===== config.mk =====
export PLATFORM = sky130hd
export DESIGN_NAME = lspc_vram_cpu_port
export DESIGN_NICKNAME = d
export VERILOG_FILES = /design/src/rtl/lspc_vram_cpu_port_pkg.sv /design/src/rtl/lspc_vram_cpu_port_addr_step.sv /design/src/rtl/lspc_vram_cpu_port.sv
export SDC_FILE = /design/constraint.sdc
export NUM_CORES = 1
export LEC_CHECK = 0
export BUFFER_PORTS_ARGS = -buffer_cell sky130_fd_sc_hd__buf_4
export CAP_MARGIN = 20
export CELL_PAD_IN_SITES_DETAIL_PLACEMENT = 1
export CELL_PAD_IN_SITES_GLOBAL_PLACEMENT = 2
export CORE_MARGIN = 2
export CORE_UTILIZATION = 29
export CTS_CLUSTER_DIAMETER = 200
export CTS_CLUSTER_SIZE = 16
export DETAILED_ROUTE_END_ITERATION = 10
export PLACE_DENSITY = 0.89
export RECOVER_POWER = 25
export SYNTH_ARGS = -nofsm -noshare
export SYNTH_HDL_FRONTEND = slang
export SYNTH_HIERARCHICAL = 1
export SYNTH_SLANG_ARGS = --single-unit

===== constraint.sdc =====
create_clock -name CLK -period 5.03 [get_ports CLK]
set_input_delay 0.503 -clock CLK [delete_from_list [all_inputs] [get_ports CLK]]
set_output_delay 0.503 -clock CLK [all_outputs]
set_load 0.02 [all_outputs]

===== src/rtl/lspc_vram_cpu_port_pkg.sv =====
// Shared definitions for the LSPC CPU-side VRAM access port.
//   cpu_state_t : access sequencer state encoding
//   BANK_BIT    : address bit selecting the high VRAM bank
//   LOW_AW      : width of the auto-incrementing part of the address
package lspc_pkg;

  typedef enum logic [1:0] {
    ST_IDLE,    // nothing pending
    ST_RD,      // prefetch waiting for a CPU slot
    ST_RD_CAP,  // prefetch issued, capture read data
    ST_WR       // write waiting for a CPU slot
  } cpu_state_t;

  localparam int unsigned BANK_BIT = 15;
  localparam int unsigned LOW_AW   = 15;

endpackage


===== src/rtl/lspc_vram_cpu_port_addr_step.sv =====
// Bank-preserving modulo step for the CPU VRAM working address.
//   addr      : current working address (bit 15 = bank)
//   modulo    : increment (only the low LOW_AW bits)
//   next_addr : {bank, (addr + modulo) wrapped to LOW_AW bits}
module lspc_vram_addr_step
  import lspc_pkg::*;
(
  input  logic [15:0]       addr,
  input  logic [LOW_AW-1:0] modulo,
  output logic [15:0]       next_addr
);

  assign next_addr = {addr[BANK_BIT], addr[LOW_AW-1:0] + modulo};

endmodule


===== src/rtl/lspc_vram_cpu_port.sv =====
// Executes CPU VRAM accesses queued by the LSPC register block.
//   CLK, RESET              : clock, synchronous active-high reset
//   WR_VRAM_ADDR            : active-low address-register write strobe
//   REG_VRAMADDR/MOD/RW     : address, modulo, write data registers
//   nVRAM_WRITE_REQ         : active-low pending write
//   CPU_SLOT                : one-cycle CPU grant from the slot timeline
//   VRAM_LOW_DIN/HIGH_DIN   : VRAM read data
//   VRAM_ADDR/DOUT          : access address / write data (registered)
//   VRAM_LOW_WE/HIGH_WE     : bank write enables (one-cycle pulses)
//   VRAM_CPU_SEL            : CPU owns the VRAM address mux this cycle
//   VRAM_WRITE_ACK          : write done, held until request released
//   VRAM_LOW_READ/HIGH_READ : prefetched read-back data
//   BUSY                    : access pending
// All VRAM-side outputs are registered: they appear in the cycle after
// the CPU_SLOT sample.
module lspc_vram_cpu_port
  import lspc_pkg::*;
#(
  parameter int unsigned HIGH_AW = 11
) (
  input  logic        CLK,
  input  logic        RESET,
  input  logic        WR_VRAM_ADDR,
  input  logic [15:0] REG_VRAMADDR,
  input  logic [15:0] REG_VRAMMOD,
  input  logic [15:0] REG_VRAMRW,
  input  logic        nVRAM_WRITE_REQ,
  input  logic        CPU_SLOT,
  input  logic [15:0] VRAM_LOW_DIN,
  input  logic [15:0] VRAM_HIGH_DIN,
  output logic [15:0] VRAM_ADDR,
  output logic [15:0] VRAM_DOUT,
  output logic        VRAM_LOW_WE,
  output logic        VRAM_HIGH_WE,
  output logic        VRAM_CPU_SEL,
  output logic        VRAM_WRITE_ACK,
  output logic [15:0] VRAM_LOW_READ,
  output logic [15:0] VRAM_HIGH_READ,
  output logic        BUSY
);

  // High bank keeps the bank bit plus HIGH_AW address bits.
  localparam logic [15:0] HIGH_MASK =
    16'(1 << BANK_BIT) | 16'((1 << HIGH_AW) - 1);

  cpu_state_t  state, state_nx;
  logic [15:0] addr_cnt, addr_cnt_nx, addr_step, acc_addr;
  logic        wr_addr_q;
  logic        addr_load, write_det, write_pend, do_write, do_read, do_cap;

  logic [15:0] vram_addr_nx, vram_dout_nx, low_read_nx, high_read_nx;
  logic        low_we_nx, high_we_nx, sel_nx, ack_nx;

  logic        unused_mod_msb;
  assign unused_mod_msb = REG_VRAMMOD[15];

  lspc_vram_addr_step u_addr_step (
    .addr      (addr_cnt),
    .modulo    (REG_VRAMMOD[LOW_AW-1:0]),
    .next_addr (addr_step)
  );

  assign addr_load = WR_VRAM_ADDR & ~wr_addr_q;
  assign write_det = ~nVRAM_WRITE_REQ & ~VRAM_WRITE_ACK;
  // A fresh write request takes over an idle or waiting-prefetch slot
  // immediately; an in-flight capture finishes before the write.
  assign write_pend = (state == ST_WR) ||
                      (write_det && (state == ST_IDLE || state == ST_RD));
  assign do_write   = write_pend & CPU_SLOT;
  assign do_read    = (state == ST_RD) & CPU_SLOT & ~write_pend & ~addr_load;
  assign do_cap     = (state == ST_RD_CAP) & ~addr_load;
  assign acc_addr   = addr_cnt[BANK_BIT] ? (addr_cnt & HIGH_MASK) : addr_cnt;
  assign BUSY       = (state != ST_IDLE);

  always_comb begin
    state_nx     = state;
    addr_cnt_nx  = addr_cnt;
    sel_nx       = 1'b0;
    low_we_nx    = 1'b0;
    high_we_nx   = 1'b0;
    vram_addr_nx = VRAM_ADDR;
    vram_dout_nx = VRAM_DOUT;
    low_read_nx  = VRAM_LOW_READ;
    high_read_nx = VRAM_HIGH_READ;
    ack_nx       = VRAM_WRITE_ACK;

    case (state)
      ST_IDLE:   if (write_det) state_nx = ST_WR;
      ST_RD:     if (write_det) state_nx = ST_WR;
      ST_RD_CAP: state_nx = write_det ? ST_WR : ST_IDLE;
      ST_WR:     state_nx = ST_WR;
      default:   state_nx = ST_IDLE;
    endcase

    if (do_write) begin
      state_nx     = ST_RD;
      addr_cnt_nx  = addr_step;
      sel_nx       = 1'b1;
      low_we_nx    = ~addr_cnt[BANK_BIT];
      high_we_nx   = addr_cnt[BANK_BIT];
      vram_addr_nx = acc_addr;
      vram_dout_nx = REG_VRAMRW;
    end else if (do_read) begin
      state_nx     = ST_RD_CAP;
      sel_nx       = 1'b1;
      vram_addr_nx = acc_addr;
    end

    if (do_cap) begin
      if (addr_cnt[BANK_BIT]) high_read_nx = VRAM_HIGH_DIN;
      else                    low_read_nx  = VRAM_LOW_DIN;
    end

    // Address load beats the post-write increment and restarts the
    // prefetch; an unserved write stays queued on the new address.
    if (addr_load) begin
      addr_cnt_nx = REG_VRAMADDR;
      if (!do_write && (write_pend || write_det)) state_nx = ST_WR;
      else                                        state_nx = ST_RD;
    end

    if (do_write)             ack_nx = 1'b1;
    else if (nVRAM_WRITE_REQ) ack_nx = 1'b0;
  end

  always_ff @(posedge CLK) begin
    if (RESET) state <= ST_IDLE;
    else       state <= state_nx;
  end

  always_ff @(posedge CLK) begin
    if (RESET) begin
      addr_cnt       <= '0;
      wr_addr_q      <= 1'b1;
      VRAM_ADDR      <= '0;
      VRAM_DOUT      <= '0;
      VRAM_LOW_WE    <= 1'b0;
      VRAM_HIGH_WE   <= 1'b0;
      VRAM_CPU_SEL   <= 1'b0;
      VRAM_WRITE_ACK <= 1'b0;
      VRAM_LOW_READ  <= '0;
      VRAM_HIGH_READ <= '0;
    end else begin
      addr_cnt       <= addr_cnt_nx;
      wr_addr_q      <= WR_VRAM_ADDR;
      VRAM_ADDR      <= vram_addr_nx;
      VRAM_DOUT      <= vram_dout_nx;
      VRAM_LOW_WE    <= low_we_nx;
      VRAM_HIGH_WE   <= high_we_nx;
      VRAM_CPU_SEL   <= sel_nx;
      VRAM_WRITE_ACK <= ack_nx;
      VRAM_LOW_READ  <= low_read_nx;
      VRAM_HIGH_READ <= high_read_nx;
    end
  end

endmodule


==> flow_summary_export.csv <==
group,metric,value,unit
routing,viasPerCell,4.81,
yosys,yosys.area.top_type_share,0.457,
yosys,synth_edf_count,0,
power_and_ir_drop,seqPwrFrac,0.404,
routing,drc,0,
cts,htreeDepth,3,
global_routing,first_global_vias,3750,
critical_path,worstPathCellList,"nand2b_1 -> clkbuf_1 -> nand4b_1 -> nand2_1 -> a21oi_1",
routing,routed_wl,11900,microns
floorplanning,dieArea,0.0141,sq mm
critical_path,crit_arrival,3510,ps
floorplanning,die_x,119,microns
global_routing,antenna_found_initial,0,
cts,post_cts_resize_count,0,
timing,fin_crit,3330,ps
critical_path,critPathBufInv,1,
outcome,violations,"max-capacitance violations, max-slew violations",
place,dp_hpwl,8520,microns
power_and_ir_drop,power_density,353,mW/mm^2
cts,clk_latency,330,ps
place,io_buffers,152,
cts,root_buffer,"clkbuf_16",
outcome,status,"finished, violations left",
yosys,synth.distinct_cells,47,
cts,cts_tree,"built",
global_routing,grt_overflow,0,
critical_path,setup.worst_path.end_class,"flip-flop",
hold_path,min_path_type,"in2reg",
yosys,synth_common_cells,"nand2_1 (135), dfxtp_1 (87), a21oi_1 (59), nor2_1 (25), clkbuf_1 (19)",
layout,num-nets-final,686,
timing,clock.fmax,300,MHz
layout,final_util,0.413,
critical_path,path_class,"reg2reg",
timing,finalHoldWorstSlack,377,ps
critical_path,reg2reg_from,"wr_addr_q",
routing,wire_per_inst,15.6,microns
routing,dr.pass1.iters,4,
layout,nFillCells,1586,
floorplanning,rows,41,
cts,cts_hold_buffers,0,
critical_path,cp_top_family,"simple AND/OR/NAND/NOR gates",
routing,dr_total_vias,3658,
critical_path,crit_slowest_cell,"clkbuf_1",
yosys,synth_ff_type,"dfxtp_1",
yosys,ys_top_cells_by_area,"dfxtp_1 (46%), nand2_1 (13%), a21oi_1 (7.7%), ha_1 (4.6%), a311oi_1 (3.7%)",
yosys,syn_inst,451,
layout,final_cells,761,
timing,tns,0,ps
floorplanning,initial_core_util,0.300,
power_and_ir_drop,p_leak,2.13,nW
power_and_ir_drop,switching_share,0.251,
cts,cts_buffers,9,
floorplanning,core_area,0.0127,sq mm
yosys,yosysWarningCount,6,
global_routing,grt_max_degree,74,
routing,ant_nets,0,
power_and_ir_drop,power.internal,1.39,mW
timing,hold_viol_final,0,
layout,register_area,0.00174,sq mm
run,drv_cap,1,
timing,finalCritPeriodShare,0.662,
place,dp.cells,747,
yosys,synth_area_leader_cell,"dfxtp_1",
yosys,syn_avg_cell_area,8.46,sq um
layout,multi_input_area,0.00191,sq mm
power_and_ir_drop,ir_worst_vdd,0.140,mV
global_routing,grt_pass1_wl,18900,microns
critical_path,required,5210,ps
floorplanning,die_h,119,microns
hold_path,hp-start,"WR_VRAM_ADDR",
yosys,ys_seq_area_frac,0.457,
cts,clk_path_buf_depth,2,
critical_path,startpoint_type,"flip-flop",
yosys,synth_nets,551,
cts,clock-sinks,87,
timing,rsz0062_at_grt,"no",
critical_path,crit_fanout,38,
critical_path,max_stage_delay,1310,ps
layout,area.growth.synth_to_final,37.9,%
timing,setup_viol_count_final,0,
yosys,async_flop_share,0,
yosys,synthesis.area,0.00381,sq mm
power_and_ir_drop,switchingPower,0.466,mW
cts,post_cts_buffers,0,
power_and_ir_drop,combPwrFrac,0.167,
floorplanning,io_pins,154,
power_and_ir_drop,power_frac_clock,0.429,
timing,maxSlewHeadroom,-0.226,
layout,diodes,0,
critical_path,crit_start,"wr_addr_q",
timing,slew_violations,39,
cts,cts.reportedPaths.clkPinSlew,60,ps
yosys,ys_seq_elements,87,
global_routing,grt_usage,0.167,
place,gp_congestion,0.750,
timing,tightest_slew,1840,ps
yosys,synth_most_common_cell,"nand2_1",
timing,finClkSkew,6.60,ps
layout,drive_above_1_share,0.248,
routing,initialDrtViolationCount,106,
layout by cell type, fill, tap and decap left out, types with 3 or more instances in the layout:
cell,count
o21a_1,3
nand3_1,5
o21ai_0,3
dfxtp_1,87
clkbuf_1,36
xnor2_1,9
a311oi_1,16
xor2_1,5
nor2_1,25
a32o_1,4
bufinv_16,4
a22o_1,12
nand2_1,135
inv_1,4
buf_4,120
clkbuf_16,9
ha_1,14
a21oi_1,59
final timing paths:
check	endpoint	slack, ps	cells past startpoint
worst max-delay path	VRAM_HIGH_READ[2]	1700	5
worst max register to register	VRAM_HIGH_READ[2]	1700	5
worst min register to register	VRAM_LOW_READ[2]	450	2
worst min-delay path	wr_addr_q	380	2
cell type report:
cell class / count / share of cell area
Inverter: 4 / 0.00286
Sequential cell: 87 / 0.331
Timing Repair Buffer: 155 / 0.196
Multi-Input combinational cell: 329 / 0.362
Tap cell: 172 / 0.0409
Clock inverter: 4 / 0.0228
Clock buffer: 10 / 0.0435
power groups by stage:
| stage | logic [mW] | registers, mW | clock network, mW |
|---|---|---|---|
| after floorplan | 0.179 | 0.781 | 0 |
| after CTS | 0.324 | 0.752 | 0.814 |
| final | 0.311 | 0.751 | 0.796 |
| after detailed placement | 0.322 | 0.767 | 0 |
| after global placement | 0.313 | 0.765 | 0 |
| after global routing | 0.343 | 0.756 | 0.842 |
logic make-up (layout without fill, tap and decap cells):
family,after synthesis,after routing,share of synthesized area
fa+ha+maj,15,15,0.0512
simple gates,184,184,0.203
buf+inv,35,173,0.0436
compound gates,116,116,0.214
xor+xnor,14,14,0.0322
flops,87,87,0.457
registers in the layout, indices dropped and copies added (netlist names):
register / count
VRAM_ADDR: 16
VRAM_CPU_SEL: 1
VRAM_DOUT: 16
VRAM_HIGH_READ: 16
VRAM_HIGH_WE: 1
VRAM_LOW_READ: 16
VRAM_LOW_WE: 1
VRAM_WRITE_ACK: 1
addr_cnt: 16
state: 2
wr_addr_q: 1
per-stage QoR:
step	area, sq um	total power, mW	worst slack [ps]
3_5_place_dp	5050	1.09	2270
3_3_place_gp	5050	1.08	2290
2_1_floorplan	3810	0.959	2610
5_1_grt	5260	1.94	1450
6_report	5260	1.86	1700
4_1_cts	5400	1.89	2550
routing by layer:
layer	vias up	track usage	share of wire
li1	1820	-	-
met1	1719	0.209	0.47
met2	108	0.284	0.47
met3	11	0.0333	0.045
met4	0	0.0565	0.014
met5	-	0	0
No activity file was read; power rests on OpenSTA's default activity.
